## config.mk

```make
export PLATFORM = sky130hd
export DESIGN_NAME = neo_sma_cfg
export DESIGN_NICKNAME = d
export VERILOG_FILES = /design/src/rtl/neo_sma_cfg.sv
export SDC_FILE = /design/constraint.sdc
export NUM_CORES = 2
export LEC_CHECK = 0
export CAP_MARGIN = 5
export CORE_ASPECT_RATIO = 1.75
export CORE_MARGIN = 8
export CORE_UTILIZATION = 45
export DETAILED_ROUTE_END_ITERATION = 12
export GPL_ROUTABILITY_DRIVEN = 0
export HOLD_SLACK_MARGIN = 0.06
export SYNTH_ARGS = -nofsm -noshare
export SYNTH_HDL_FRONTEND = slang
export SYNTH_SLANG_ARGS = --single-unit
```

## constraint.sdc

```tcl
create_clock -name CLK_24M -period 12.4 [get_ports CLK_24M]
set_input_delay 3.72 -clock CLK_24M [delete_from_list [all_inputs] [get_ports CLK_24M]]
set_output_delay 3.72 -clock CLK_24M [all_outputs]
set_load 0.02 [all_outputs]
```

## src/rtl/neo_sma_cfg.sv

```systemverilog
// neo_sma_cfg: loader-configurable NEO-SMA protection: scrambled-index bank switch, ID register, LFSR RNG.
// The RNG (LFSR, RNG_ADDR1/2 and its read path) is built only when SMA_RNG_EN is defined.
module neo_sma_cfg #(
  parameter int BANK_W = 24,
  parameter int IDX_W  = 6
`ifdef SMA_RNG_EN
  ,
  parameter logic [15:0] LFSR_SEED = 16'h2345,
  parameter logic [15:0] LFSR_TAPS = 16'h98EC
`endif
) (
  input  logic              CLK_24M,
  input  logic              RESET,
  input  logic [18:0]       M68K_ADDR,
  input  logic [15:0]       M68K_DIN,
  output logic [15:0]       M68K_DOUT,
  output logic [1:0]        M68K_DOE,
  input  logic [15:0]       PROM_DATA,
  input  logic              nPORTOEL,
  input  logic              nPORTOEU,
  input  logic              nPORTWEL,
  input  logic              nPORTWEU,
  input  logic              CFG_WE,
  input  logic [6:0]        CFG_ADDR,
  input  logic [23:0]       CFG_DATA,
  output logic [BANK_W-1:0] P2_ADDR,
  output logic              BANK_BUSY,
  output logic [1:0]        BANK_STATE
);

  localparam int DEPTH = 1 << IDX_W;

  typedef enum logic [1:0] {
    S_IDLE   = 2'd0,
    S_LOOKUP = 2'd1,
    S_COMMIT = 2'd2
  } state_t;

  state_t state_q, state_d;

  logic [BANK_W-1:0]  map_q [DEPTH];
  logic [BANK_W-1:0]  rd_q, bank_q, cpu_off;
  logic [18:0]        bank_addr_q, id_addr_q;
  logic [15:0]        id_val_q;
  logic [4*IDX_W-1:0] idx_sel_q;
  logic               enable_q, we_q, pend_q;
  logic [IDX_W-1:0]   pend_idx_q, cur_idx, start_idx;
  logic               nport_we, bank_fall, start, map_wr;

  assign nport_we  = nPORTWEL & nPORTWEU;
  assign bank_fall = enable_q & we_q & ~nport_we & (M68K_ADDR == bank_addr_q);

  // Each index bit is picked from an arbitrary data bit chosen by IDX_SEL.
  always_comb begin
    cur_idx = '0;
    for (int k = 0; k < IDX_W; k++) cur_idx[k] = M68K_DIN[idx_sel_q[4*k +: 4]];
  end

  always_comb begin
    state_d   = state_q;
    start     = 1'b0;
    start_idx = cur_idx;
    case (state_q)
      S_IDLE: begin
        if (pend_q) begin
          start     = 1'b1;
          start_idx = pend_idx_q;
          state_d   = S_LOOKUP;
        end else if (bank_fall) begin
          start   = 1'b1;
          state_d = S_LOOKUP;
        end
      end
      S_LOOKUP: state_d = S_COMMIT;
      S_COMMIT: state_d = S_IDLE;
      default:  state_d = S_IDLE;
    endcase
  end

  assign BANK_BUSY  = start | (state_q == S_LOOKUP);
  assign BANK_STATE = state_q;

  always_ff @(posedge CLK_24M) begin
    if (RESET) begin
      state_q     <= S_IDLE;
      we_q        <= 1'b1;
      rd_q        <= '0;
      bank_q      <= '0;
      pend_q      <= 1'b0;
      pend_idx_q  <= '0;
      bank_addr_q <= '0;
      id_addr_q   <= '0;
      id_val_q    <= '0;
      idx_sel_q   <= '0;
      enable_q    <= 1'b0;
    end else begin
      state_q <= state_d;
      we_q    <= nport_we;
      if (start) rd_q <= map_q[start_idx];
      if (state_q == S_LOOKUP) bank_q <= rd_q;
      // A write arriving while busy (or while a pending one is being launched) waits one-deep; last wins.
      if (bank_fall && (state_q != S_IDLE || pend_q)) begin
        pend_q     <= 1'b1;
        pend_idx_q <= cur_idx;
      end else if (state_q == S_IDLE) begin
        pend_q <= 1'b0;
      end
      if (CFG_WE) begin
        case (CFG_ADDR)
          7'h40:   bank_addr_q <= CFG_DATA[18:0];
          7'h43:   id_addr_q   <= CFG_DATA[18:0];
          7'h44:   id_val_q    <= CFG_DATA[15:0];
          7'h45:   idx_sel_q   <= CFG_DATA[4*IDX_W-1:0];
          7'h46:   enable_q    <= CFG_DATA[0];
          default: ;
        endcase
      end
    end
  end

  // Map RAM keeps its contents across reset; a same-cycle read sees the old word.
  assign map_wr = CFG_WE & ~RESET & ~CFG_ADDR[6] & (int'(CFG_ADDR[5:0]) < DEPTH);

  always_ff @(posedge CLK_24M) begin
    if (map_wr) map_q[CFG_ADDR[IDX_W-1:0]] <= CFG_DATA[BANK_W-1:0];
  end

`ifdef SMA_RNG_EN
  logic [18:0] rng_addr1_q, rng_addr2_q;
  logic [15:0] rng_q;
  logic        oe_q;

  always_ff @(posedge CLK_24M) begin
    if (RESET) begin
      rng_q       <= LFSR_SEED;
      rng_addr1_q <= '0;
      rng_addr2_q <= '0;
      oe_q        <= 1'b1;
    end else begin
      oe_q <= nPORTOEL & nPORTOEU;
      if (CFG_WE && CFG_ADDR == 7'h41) rng_addr1_q <= CFG_DATA[18:0];
      if (CFG_WE && CFG_ADDR == 7'h42) rng_addr2_q <= CFG_DATA[18:0];
      if (enable_q && oe_q && !(nPORTOEL & nPORTOEU))
        rng_q <= {rng_q[14:0], ^(rng_q & LFSR_TAPS)};
    end
  end
`endif

  always_comb begin
    M68K_DOUT = PROM_DATA;
`ifdef SMA_RNG_EN
    if (M68K_ADDR == rng_addr1_q || M68K_ADDR == rng_addr2_q) M68K_DOUT = rng_q;
`endif
    if (M68K_ADDR == id_addr_q) M68K_DOUT = id_val_q;
  end

  assign cpu_off  = BANK_W'({M68K_ADDR, 1'b0});
  assign P2_ADDR  = enable_q ? bank_q + cpu_off : cpu_off;
  assign M68K_DOE = enable_q ? ~{nPORTOEU, nPORTOEL} : 2'b00;

endmodule

```

# [Word level (Yosys, flattened, before mapping)]
# Memories as Yosys holds them, arrays and structs flattened. A register that Yosys moved wholly into a read port is not among the register bits.
# Index checks and enable logic that the tools add are counted.
[op_classes] muxes=27 order_cmp=6 n_eq_ne=9 n_reduce_logical=10 bitwise=11 add_sub_neg=1
[op_table] op="equality test 19 bit" count=2
[op_table] op="equality test 7 bit (second input constant)" count=5
[op_table] op="< comparator 4 x 5 -> 1 bit (second input constant)" count=6
[op_table] op="adder 24 x 20 -> 24 bit" count=1
[op_table] op="binary-select mux 1 bit (select 4 bit)" count=6
[op_table] op="2-to-1 mux 24 bit" count=1
[op_table] op="2-to-1 mux 16 bit" count=1
[op_table] op="2-to-1 mux 1 bit" count=13
[op_table] op="2-to-1 mux 6 bit" count=2
[op_table] op="AND reduction 2 bit" count=5
[op_table] op="bitwise AND 1 bit" count=6
[op_table] op="2-to-1 mux 2 bit" count=3
[op_table] op="one-hot mux 2 bit (2 select lines)" count=1
[op_table] op="nonzero test 2 bit" count=2
[op_table] op="inequality test 3 bit (second input constant)" count=1
[op_table] op="inverter 1 bit" count=3
[op_table] op="equality test 2 x 1 -> 1 bit (second input constant)" count=1
[op_table] op="logical NOT 2 bit" count=1
[op_table] op="inverter 2 bit" count=1
[op_table] op="logical AND 1 bit" count=1
[op_table] op="logical OR 1 bit" count=1
[op_table] op="bitwise OR 1 bit" count=1
[totals] memories=1 ram_bits=1536 reg_bits=113 wordCells=75 out_inout_bits=45
[mem_list] name="map_q" words=64 width=24 read_ports=1 rd_clocked_by_memory_dff=1 write_ports=1 line_no="41" source="logic [BANK_W-1:0] map_q [DEPTH];"

# [Depth between registers and ports, before layout]
[logic_depth] ltp_word=8 mapped_depth=12 mapped_depth_nobuf=11

# [Worst setup path after synthesis]
# No wires, ideal clock.
[synth_path] path_kind="input -> output" start="input port M68K_ADDR[0]" end="output port P2_ADDR[23]" n_path_buf=0 required_ps=8680 slack_ps=2307 arrival_time_ps=6373 stages=10 cell_sequence="ha_1 inv_1 fa_1 nor2b_1 o21ai_0 a21boi_0 o211ai_1 a211oi_1 o31ai_1 o311ai_0"
[synth_between] elab_chain_len=2
[synth_lines] item="from (decl)" line_no="14" source="input logic [18:0] M68K_ADDR,"
[synth_lines] item="adder 24 x 20 -> 24 bit" line_no="158" source="assign P2_ADDR = enable_q ? bank_q + cpu_off : cpu_off;"
[synth_lines] item="2-to-1 mux 24 bit" line_no="158"
[synth_lines] item="to (decl)" line_no="26" source="output logic [BANK_W-1:0] P2_ADDR,"
# No other way between the ends.

# [Final worst setup path]
[layout_path] start="input port M68K_ADDR[0]" end="output port P2_ADDR[21]"
# The elaborated chain is that of the path after synthesis.

==> flow_summary.yaml <==
outcome:
  outcome: "completed"
logic_synthesis:
  synth_area_mm2: 0.0690
  synth_enable_flop_cells: 1536
  synth_cell_types: 61
  synth-main-ff-cell: "edfxtp_1"
  yosys_warnings: 0
  synth-async-reset-ratio: 0
  synthesis.area_per_instance_um2: 13.7
  postSynthCellCount: 5031
  ys_seq_elements: 1673
  synthesis.nets: 5140
  part_of_the_yosys_area_used_for_sequential_elements: 0.708
sta:
  final-hold-violation-count: 0
  tightestPinTransition_ps: 1210
  maximum_clock_frequency_mhz: 85.4
  slew_headroom: 0.192
  period_minus_slack_ps: 11710
  setup-violations-final: 0
  timing.setup.tns_ps: 0
  fin_worst_skew_ps: 20.7
  maxSlewViolCount: 0
  grt_setup_unrepaired: "false"
  portion_of_the_clock_cycle_consumed_by_the_worst_path_in_the_final_layout: 0.945
power_and_ir_drop:
  power.share.sequential: 0.547
  power_leakage_nw: 24.5
  peakVddDrop_mv: 0.109
  share_of_power_burned_in_the_clock_network: 0.398
  switching_share: 0.216
  netSwitchingPower_mw: 2.44
  cellInternalPower_mw: 8.84
  power.share.combinational: 0.056
  pwr_density_cell_mw_per_mm2: 146
routing:
  via_count: 45000
  detail_route.drc_violations: 0
  final_antenna_net_count: 0
  drt-wirelength-per-cell_um: 28.7
  drt_wl_total_mm: 206
  drtIter0Drc: 4915
  vias_per_cell: 6.27
  dr.pass1.iters: 6
clock_network:
  ctsRootBufferMaster: "clkbuf_16"
  cells_resized_by_post_cts_repair: 0
  max-clock-path-buffers: 3
  tritoncts: "built"
  clkSlewWorstSetupHoldPaths_ps: 60
  cts-hold-fix-buffers: 0
  depth_of_the_cts_h_tree: 4
  worst_skew_pair_latency_ps: 760
  cts_made_buffers: 143
  post-cts-setup-buffers: 0
  cts.sinks: 1673
setup_path:
  r2r_start: "BANK_STATE[1]"
  critical_path.slowest_cell: "or4b_2"
  timing.critical_path.required_ps: 8680
  critical-path-top-cell-by-count: "clkdlybuf4s50_1"
  setup.reg_to_reg.worst_slack_ps: 6710
  cp_max_fo: 5
  critical_path.reg2reg.endpoint: "rd_q[18]"
  cells_along_the_critical_path: "clkdlybuf4s50_1 -> ha_1 -> inv_1 -> fa_1 -> nor2b_1 -> o21ai_0 -> a21boi_0 -> o211ai_1 -> a211oi_1 -> o31ai_1 -> or4b_2 -> nand4_1 -> clkdlybuf4s50_1"
  data_arrival_time_at_the_worst_slack_endpoint_ps: 7990
  timing.setup.critical_path_class: "in2out"
  cp_slowest_stage_delay_ps: 680
  timing.critical_path.from_type: "primary input"
  end_kind: "primary output"
  cp.buffers_inverters: 3
  critical_path.top_delay_family: "compound AO/OA/AOI/OAI gates"
  timing.reg2reg.worst_path_depth: 10
layout:
  net_count_of_the_finished_layout: 5130
  layout-drive-gt1-share: 0.115
  final_common_cell: "edfxtp_1"
  most-common-layout-cells: "1536 x edfxtp_1, 538 x o21ai_0, 396 x nand2_1"
  layout-area-overhead-vs-synth_pct: 11.9
  stdcell_area_mm2: 0.0772
hold_path:
  holdCritPathClass: "reg2reg"
  hold_end: "bank_q[2]"
  worst_hold_startpoint: "rd_q[2]"
  whs_path_cells: 2
floorplan:
  die-area_mm2: 0.167
  die_h_um: 534
  rows: 190
  initial_utilization: 0.452
  io-pin-count: 134
  core_mm2: 0.153
  chipWidth_um: 312
place:
  hpwlAfterDp_mm: 119
  numPortBuffers: 133
  dpl-instance-area_mm2: 0.0725
global_routing:
  first_global_vias: 43100
  antenna_found_initial: 16
  grt_start_max_net_pins: 223
  grt_first_pass_wirelength_mm: 297
  grt-ovfl-total: 0
  grt_usage: 0.238
run:
  drv.max_cap_violation_count: 0
-- synth_stat cells (129+ instances only) --
library cell	number	area, um^2
a31oi_1	222	1390
o21ai_0	538	2690
a211oi_1	173	1300
and3_1	173	1080
edfxtp_1	1536	46100
mux2i_1	129	1290
a32oi_1	192	1680
dfxtp_1	137	2740
nor2_1	136	510
nand3_1	304	1520
nand2_1	398	1490
clkbuf_1	336	1260
-- routing by layer --
layer  global-route usage  vias to the layer above  wire [um]
met5                    0                        -         23
met4                0.137                        4      13200
met3               0.0308                      365      12200
met2                0.416                     1849     105000
met1                0.281                    23000      75400
li1                     -                    19800          -
-- flip-flops by register name, indices dropped and copies added, names as in the netlist, 6 cells and up --
name	cells
bank_addr_q	19
bank_q	24
pend_idx_q	6
rd_q	24
idx_sel_q	24
map_q	1536
id_addr_q	19
id_val_q	16
-- through the flow --
step                cells  hold slack, ps   util  setup WS [ps]  power [mW]
floorplan            5031             432      -           2310        6.61
global placement     6892             440  0.475            792        6.90
CTS                  7149             456  0.505            687        11.3
detailed placement   6892             446  0.475            704        6.91
finish               7178             457  0.506            687        11.3
global route         7177             489  0.506            467        11.6
-- worst reg2reg max path: stages (launching register included) --
cell,delay (ps)
dfxtp_1,350
or2_2,390
nor2_1,380
and2_4,750
buf_4,810
buf_12,730
o21ai_0,520
a32oi_1,250
o22ai_1,240
or4_1,730
a211oi_1,430
-- power groups by stage --
stage | clock, mW | combinational, mW | sequential (mW)
final | 4.48 | 0.627 | 6.16
after global routing | 4.73 | 0.666 | 6.16
after CTS | 4.55 | 0.625 | 6.16
after detailed placement | 0 | 0.624 | 6.29
after global placement | 0 | 0.615 | 6.29
after floorplan | 0 | 0.320 | 6.29
-- cell families (layout without fill, tap and decap cells) --
group,after synthesis,in the layout,synth area share
other,0,29,0
buffers and inverters,447,549,0.0257
adder cells (fa/ha/maj),20,20,0.00374
XOR/XNOR,52,52,0.00660
flip-flops,1673,1673,0.708
multiplexers,241,241,0.0416
AND/OR/NAND/NOR,1131,1131,0.0789
AO/OA/AOI/OAI,1467,1467,0.135
-- worst max-delay path by stage --
stage,start,end,cells after the start
after global placement,M68K_ADDR[0],P2_ADDR[21],13
after global routing,M68K_ADDR[0],P2_ADDR[21],13
final,M68K_ADDR[0],P2_ADDR[21],13
after detailed placement,M68K_ADDR[0],P2_ADDR[21],13
after floorplan,M68K_ADDR[0],P2_ADDR[23],10
after CTS,M68K_ADDR[0],P2_ADDR[21],13
-- cell type report --
class	count	area, um^2
Antenna cell	29	72.6
Clock buffer	187	4020
Clock inverter	70	596
Fill cell	13000	75500
Inverter	11	41.3
Multi-Input combinational cell	2911	18600
Sequential cell	1673	48900
Tap cell	2016	2520
Timing Repair Buffer	281	2430
No activity file was read; power rests on OpenSTA's default activity.
